`src/rtl/periph_bus_responder.sv`:
```
// Peripheral slave in the address[8]=1 window: LED register, synchronized switches,
// sticky button-edge capture and a prescaled down-counting timer with interrupt.
module periph_bus_responder #(
    parameter int PRESCALE  = 50,
    parameter int SW_WIDTH  = 16,
    parameter int LED_WIDTH = 16
) (
    input  logic                 clock,
    input  logic                 reset,
    input  logic [31:0]          address,
    input  logic [63:0]          data_in,
    input  logic                 write,
    output logic [63:0]          data_out,
    input  logic [SW_WIDTH-1:0]  switches,
    input  logic                 button,
    output logic [LED_WIDTH-1:0] leds,
    output logic                 irq
);
    localparam int PW = (PRESCALE > 1) ? $clog2(PRESCALE) : 1;
    localparam logic [PW-1:0] PMAX = PW'(PRESCALE - 1);

    logic [LED_WIDTH-1:0] led_q;
    logic [SW_WIDTH-1:0]  sw_s1, sw_s2;
    logic                 btn_s1, btn_s2, btn_s3;
    logic [31:0]          load_q, count_q;
    logic [3:0]           ctrl_q;
    logic [1:0]           status_q;
    logic [PW-1:0]        presc_q;

    logic       sel, we;
    logic [7:0] idx;
    logic       we_led, we_load, we_ctrl, we_status;
    logic       tick, expire, btn_edge;
    logic       unused_hi;

    assign sel       = address[8] & (address[31:9] == 23'd0);
    assign we        = write & sel;
    assign idx       = address[7:0];
    assign we_led    = we & (idx == 8'h00);
    assign we_load   = we & (idx == 8'h02);
    assign we_ctrl   = we & (idx == 8'h03);
    assign we_status = we & (idx == 8'h05);
    assign unused_hi = ^data_in[63:32];

    assign tick     = ctrl_q[0] & (presc_q == PMAX);
    assign expire   = tick & (count_q == 32'd0);
    assign btn_edge = btn_s2 & ~btn_s3;
    assign leds     = led_q;

    always_ff @(posedge clock or negedge reset) begin
        if (!reset) begin
            led_q    <= '0;
            sw_s1    <= '0;
            sw_s2    <= '0;
            btn_s1   <= 1'b0;
            btn_s2   <= 1'b0;
            btn_s3   <= 1'b0;
            load_q   <= '0;
            count_q  <= '0;
            ctrl_q   <= '0;
            status_q <= '0;
            presc_q  <= '0;
            irq      <= 1'b0;
        end else begin
            sw_s1  <= switches;
            sw_s2  <= sw_s1;
            btn_s1 <= button;
            btn_s2 <= btn_s1;
            btn_s3 <= btn_s2;

            if (we_led) led_q <= data_in[LED_WIDTH-1:0];

            if (we_load || !ctrl_q[0] || tick) presc_q <= '0;
            else                               presc_q <= presc_q + PW'(1);

            // A LOAD write overrides whatever the tick would have done to COUNT.
            if (we_load) begin
                load_q  <= data_in[31:0];
                count_q <= data_in[31:0];
            end else if (tick) begin
                if (count_q != 32'd0) count_q <= count_q - 32'd1;
                else if (ctrl_q[1])   count_q <= load_q;
            end

            if (we_ctrl)                    ctrl_q    <= data_in[3:0];
            else if (expire && !ctrl_q[1]) ctrl_q[0] <= 1'b0;

            // Hardware set beats a same-cycle write-1-clear.
            status_q <= (status_q & ~(we_status ? data_in[1:0] : 2'b00))
                      | {btn_edge, expire};

            irq <= (status_q[0] & ctrl_q[2]) | (status_q[1] & ctrl_q[3]);
        end
    end

    always_comb begin
        data_out = 64'd0;
        if (sel) begin
            case (idx)
                8'h00:   data_out = 64'(led_q);
                8'h01:   data_out = 64'(sw_s2);
                8'h02:   data_out = 64'(load_q);
                8'h03:   data_out = 64'(ctrl_q);
                8'h04:   data_out = 64'(count_q);
                8'h05:   data_out = 64'(status_q);
                default: data_out = 64'd0;
            endcase
        end
    end
endmodule

```
`config.mk`:
```
export PLATFORM = sky130hd
export DESIGN_NAME = periph_bus_responder
export DESIGN_NICKNAME = d
export VERILOG_FILES = /design/src/rtl/periph_bus_responder.sv
export SDC_FILE = /design/constraint.sdc
export NUM_CORES = 1
export LEC_CHECK = 0
export ABC_AREA = 1
export BUFFER_PORTS_ARGS = -buffer_cell sky130_fd_sc_hd__buf_2
export CORE_MARGIN = 5
export CORE_UTILIZATION = 50
export DETAILED_ROUTE_END_ITERATION = 8
export PLACE_DENSITY = 0.76
export SYNTH_ARGS = -nofsm -noshare
export SYNTH_HDL_FRONTEND = slang
export SYNTH_SLANG_ARGS = --single-unit
```
`constraint.sdc`:
```
create_clock -name clock -period 1.88 [get_ports clock]
set_input_delay 0.282 -clock clock [delete_from_list [all_inputs] [get_ports clock]]
set_output_delay 0.282 -clock clock [all_outputs]
set_load 0.02 [all_outputs]
```
# --- Yosys cells after proc, flatten, opt, wreduce, memory -nomap -nowiden ---
# Cells that the tools add are included.
word_totals:
  output_inout_bits: 81
  in_bits: 116
  register_bits: 128
op_classes:
  n_reduce_logical: 13
  bitwise_logic: 16
  eq_ne: 6
  add_sub_neg: 2
  mux: 10
ops:
  columns: ["operator", "count"]
  rows:
  - ["$pmux W32 S6", 1]
  - ["$mux W32", 5]
  - ["$logic_not A32 Y1", 1]
  - ["$reduce_bool A32 Y1", 1]
  - ["$sub A32 B1 Y32 const B", 1]
  - ["$logic_not A23 Y1", 1]
  - ["$eq A8 B2 Y1 const B", 2]
  - ["$eq A8 B3 Y1 const B", 2]
  - ["$and A1 B1 Y1", 11]
  - ["$eq A8 B1 Y1 const B", 1]
  - ["$logic_not A8 Y1", 1]
  - ["$add A6 B1 Y6 const B", 1]
  - ["$eq A6 B6 Y1 const B", 1]
  - ["$mux W6", 1]
  - ["$reduce_bool A2 Y1", 2]
  - ["$reduce_bool A3 Y1", 1]
  - ["$and A2 B2 Y2", 1]
  - ["$logic_not A1 Y1", 2]
  - ["$logic_or A1 B1 Y1", 2]
  - ["$mux W1", 2]
  - ["$mux W2", 1]
  - ["$not A2 Y2", 1]
  - ["$or A2 B2 Y2", 1]
  - ["$reduce_and A2 Y1", 1]
  - ["3 further kinds", 3]

# --- Depth between registers and ports, before layout ---
logic_depth:
  word_depth: 8
  ltp_mapped: 13
  depth_no_buf: 13

# --- Worst setup path after synthesis ---
# Ideal clock, no wire load.
synth_path:
  kind: "input to output"
  start: "input address[7]"
  end: "output data_out[2]"
  path_stages: 8
  arrival_ps: 1658
  setup_slack_ps: -60
  cell_sequence: "nor2_1 nand2_2 nor2_4 nand2_2 nor2_4 clkbuf_1 nand2_1 a31oi_1"
synth_via:
  elab_chain_len: 3
  word_cells_on_any_way: 8
synth_lines:
  columns: ["element", "line_no", "source"]
  rows:
  - ["from (decl)", "10", "input logic [31:0] address,"]
  - ["$eq A8 B3 Y1 (tied with other cells)", "99", "case (idx)"]
  - ["$pmux W32 S6 (*)", "99", null]
  - ["$mux W32 (*)", "98", "if (sel) begin"]
  - ["to (decl)", "13", "output logic [63:0] data_out,"]
# Every way passes the cells marked *; elsewhere a longest branch is shown, timed or not.

# --- Final worst setup path ---
layout_path:
  start: "input address[5]"
  end: "output data_out[8]"
# The elaborated chain is that of the path after synthesis.

==> run summary <==
==================================================================================================
Placed wire-length estimate                                                                16.1 mm
Post-Place Cell Area                                                                  0.00908 mm^2
Share of the core filled with cells in the final layout                                      73.3%
Failing checks                                                                        setup timing
Worst-case vdd ir drop                                                                    0.636 mV
Number of max-slew violations in the final report                                                0
Routed WL                                                                                  24.4 mm
Leading post-synthesis cells by cell area                                             sky130_fd_sc_hd__dfrtp_1 43%, sky130_fd_sc_hd__nand2_1 20%, sky130_fd_sc_hd__nor2_1 6.0%, sky130_fd_sc_hd__inv_1 4.4%, sky130_fd_sc_hd__nand3_1 3.8%
P&R area growth vs syn                                                                       43.6%
Cells along the critical path                                                         buf_2 -> nor2_4 -> nand2_4 -> buf_4 -> nor3_2 -> buf_4 -> o31ai_4 -> buf_6 -> clkbuf_16 -> a21oi_2 -> buf_4
Buf/Inv on CP                                                                                    6
Worst-case headroom to the max-slew limit                                                    62.4%
Maximum buffer depth of the clock tree                                                           2
Antenna fix cells                                                                                0
Top_reg_cell synth                                                                    sky130_fd_sc_hd__dfrtp_1
Count of port buffers added during placement                                                   132
Worst min-delay path category                                                         input port to flop
Mean cell area of the mapped netlist                                                     7.18 um^2
Worst setup path category                                                             input port to output port
Worst-case register-to-register setup slack                                                 -20 ps
Number of vias per cell                                                                       5.30
Post-synth EDFFs                                                                                 0
Max capacitance violation total                                                                  0
Synth cell count leaders                                                              389 x sky130_fd_sc_hd__nand2_1, 128 x sky130_fd_sc_hd__dfrtp_1, 119 x sky130_fd_sc_hd__nor2_1
Worst slack on hold paths                                                                  99.3 ps
Final layout net count                                                                        1410
R2R depth                                                                                       11
Unrepaired setup endpoints after global routing                                                yes
Share of synthesized flip-flops with an asynchronous set or reset                             100%
Final setup vio count                                                                           23
Remaining global-route overflow                                                                  0
Initial Utilization                                                                          51.1%
Clock transition time at the flip-flop clock pins of the worst setup and hold paths          60 ps
Netlist area before placement                                                         0.00745 mm^2
Delay-heaviest family, CP                                                             buffers and inverters
Instance count of the mapped netlist                                                          1038
Placer congestion estimate                                                                   0.971
Synth Register Bits                                                                            128
Count of clock tree sinks                                                                      128
Maximum clock rate                                                                         514 MHz
Number of iterations in the first detailed-routing pass                                          6
DIE HEIGHT                                                                                  132 um
Die width                                                                                   132 um
CP endpoint kind                                                                       output port
Sequential cell area fraction in the yosys report                                            43.0%
Critical path fanouts, max                                                                       5
CTS buffer count                                                                                17
Crit path setup slack, layout                                                             -66.8 ps
Via count of the first global-routing pass                                                    7487
Routed length per placed instance                                                          16.4 um
Synthesis Warnings                                                                               0
Capture point of the critical path                                                     data_out[8]
Residual DRC                                                                                     0
Setup TNS after final layout                                                               -581 ps
Cell area after layout                                                                 0.0107 mm^2
# H-tree levels                                                                                  4
Number of nets with antenna violations after detailed routing                                    0
Part of the cycle the worst path needs                                                        104%
Worst r2r src                                                                           count_q[0]
Count of different cell masters after synthesis                                                 39
Number of placed I/O pins                                                                      197
Maximum number of pins on one net before global-route repair                                    42
First-pass GRT wire length                                                                 36.6 mm
Most numerous cell on the critical path                                               sky130_fd_sc_hd__buf_4
Worst reg2reg path endpoint                                                            count_q[26]
Top cell type's share of synthesized area                                                    43.0%
Status                                                                                finished with violations
Power Density                                                                          601 mW/mm^2
Data required time at the worst endpoint                                                   1600 ps
Time the worst path needs with I/O delays and setup                                        1950 ps
Overall power                                                                              6430 uW
Measured slew at the worst slew-check pin                                                   563 ps
Critical path launch point type                                                         input port
Slowest cell on the critical path                                                     sky130_fd_sc_hd__o31ai_4
CTS tree                                                                                     built
Top-count cell post-synth                                                             sky130_fd_sc_hd__nand2_1
Die Outline Area                                                                       0.0174 mm^2
Vias                                                                                          7879
Biggest cell delay along the critical path                                                  310 ps
Core box area                                                                          0.0146 mm^2
Antenna violations before repair                                                                 0
Leakage                                                                                 0.00566 uW
Setup Skew                                                                                 9.07 ps
Total stage count of the critical path                                                          11
Count of endpoints failing hold in the final timing report                                       0
Cell taking the most area after synthesis                                             sky130_fd_sc_hd__dfrtp_1
1st-iter DRT viols                                                                             658
Total routing resource utilization after global routing                                      25.3%
Later-pin clock latency in the skew report                                                  420 ps
Root buffer cell                                                                      sky130_fd_sc_hd__clkbuf_16
Fraction of final layout cells sized beyond drive strength 1                                 34.1%
Worst setup startpoint                                                                  address[5]
Count of standard-cell rows                                                                     44
Critical Path AT                                                                           1660 ps
==================================================================================================
routing by layer:
layer	vias to the layer above	global-route usage, %	wire length [um]
met5	-	0	0
met4	0	7.37	578
met3	53	5.57	1820
met2	355	42.3	12300
met1	3758	33.2	9660
li1	3713	-	-
power by group:
| group | switching (uW) | leakage, uW | internal [uW] | total, uW |
|---|---|---|---|---|
| clock network | 1200 | 0.000287 | 2070 | 3270 |
| registers | 13.3 | 0.00160 | 2790 | 2810 |
| logic | 207 | 0.00378 | 141 | 348 |
through the flow:
stage | setup WS [ps] | instances
detailed placement | -82.4 | 1418
finish | -66.8 | 1486
floorplan | 37.7 | 1069
global placement | -58.7 | 1418
CTS | -50.2 | 1471
global route | -136 | 1486
cells in the final DEF, fill, tap and decap left out, drive strengths merged:
cell / Yosys / final
inv: 90 / 90
dfrtp: 128 / 128
conb: 1 / 32
ha: 4 / 4
mux2: 12 / 12
o21bai: 6 / 6
mux2i: 1 / 1
buf: 51 / 241
o31ai: 1 / 1
nand2: 396 / 396
xnor2: 2 / 2
a22o: 1 / 1
nor3: 10 / 10
o21ai: 54 / 54
clkinv: 1 / 9
xor2: 11 / 11
a31oi: 3 / 3
o22ai: 1 / 1
dlygate4sd3: 0 / 18
nand3b: 1 / 1
nor2: 132 / 132
clkbuf: 11 / 25
nand4: 11 / 11
bufinv: 0 / 3
a21oi: 49 / 49
nand3: 59 / 59
nor3b: 2 / 2
worst min-delay path: stages:
cell and delay (ps):
sky130_fd_sc_hd__buf_2 80, sky130_fd_sc_hd__nand2_1 60, sky130_fd_sc_hd__o21ai_0 70
timing repair:
item / CTS / global route
endpoints found under the setup margin: 43 / 65
hold buffers: 18 / 0
pin swaps: 15 / 35
endpoints found under the hold margin: 52 / 0
buffers inserted: 4 / 10
gates resized for setup: 50 / 148
gates cloned: 0 / 7
logic make-up (layout without fill, tap and decap cells):
family                   count (synthesis)  in the layout  share of synthesized area [%]
AND/OR/NAND/NOR                        611            611                           34.5
buffers and inverters                  153            386                           10.1
flip-flops                             128            128                           43.0
AO/OA/AOI/OAI                          115            115                           8.13
XOR/XNOR                                13             13                           1.53
multiplexers                            13             13                           1.95
adder cells (fa/ha/maj)                  4              4                          0.672
other                                    1             32                         0.0503
worst min-delay path by stage:
stage | start | to | slack (ps) | cells after the start
after CTS | data_in[24] | load_q[24] | 90 | 3
after floorplan | reset | btn_s1 | -10 | 0
final | data_in[24] | load_q[24] | 100 | 3
after global placement | reset | sw_s1[1] | 300 | 1
after global routing | data_in[2] | load_q[2] | 90 | 3
after detailed placement | reset | btn_s1 | 310 | 1
flip-flops by register name (all words and copies together), names as in the netlist, 2 cells and up:
register,cells
leds,16
status_q,2
count_q,32
presc_q,6
load_q,32
sw_s1,16
ctrl_q,4
sw_s2,16
cell type report:
| type | instances | area, um^2 |
|---|---|---|
| Fill cell | 1039 | 3890 |
| Clock buffer | 20 | 437 |
| Timing Repair Buffer | 264 | 2140 |
| Clock inverter | 11 | 141 |
| Sequential cell | 128 | 3210 |
| Multi-Input combinational cell | 788 | 4200 |
| Tap cell | 184 | 230 |
| Inverter | 91 | 344 |
Note: power is estimated with default switching activity, not from simulation.
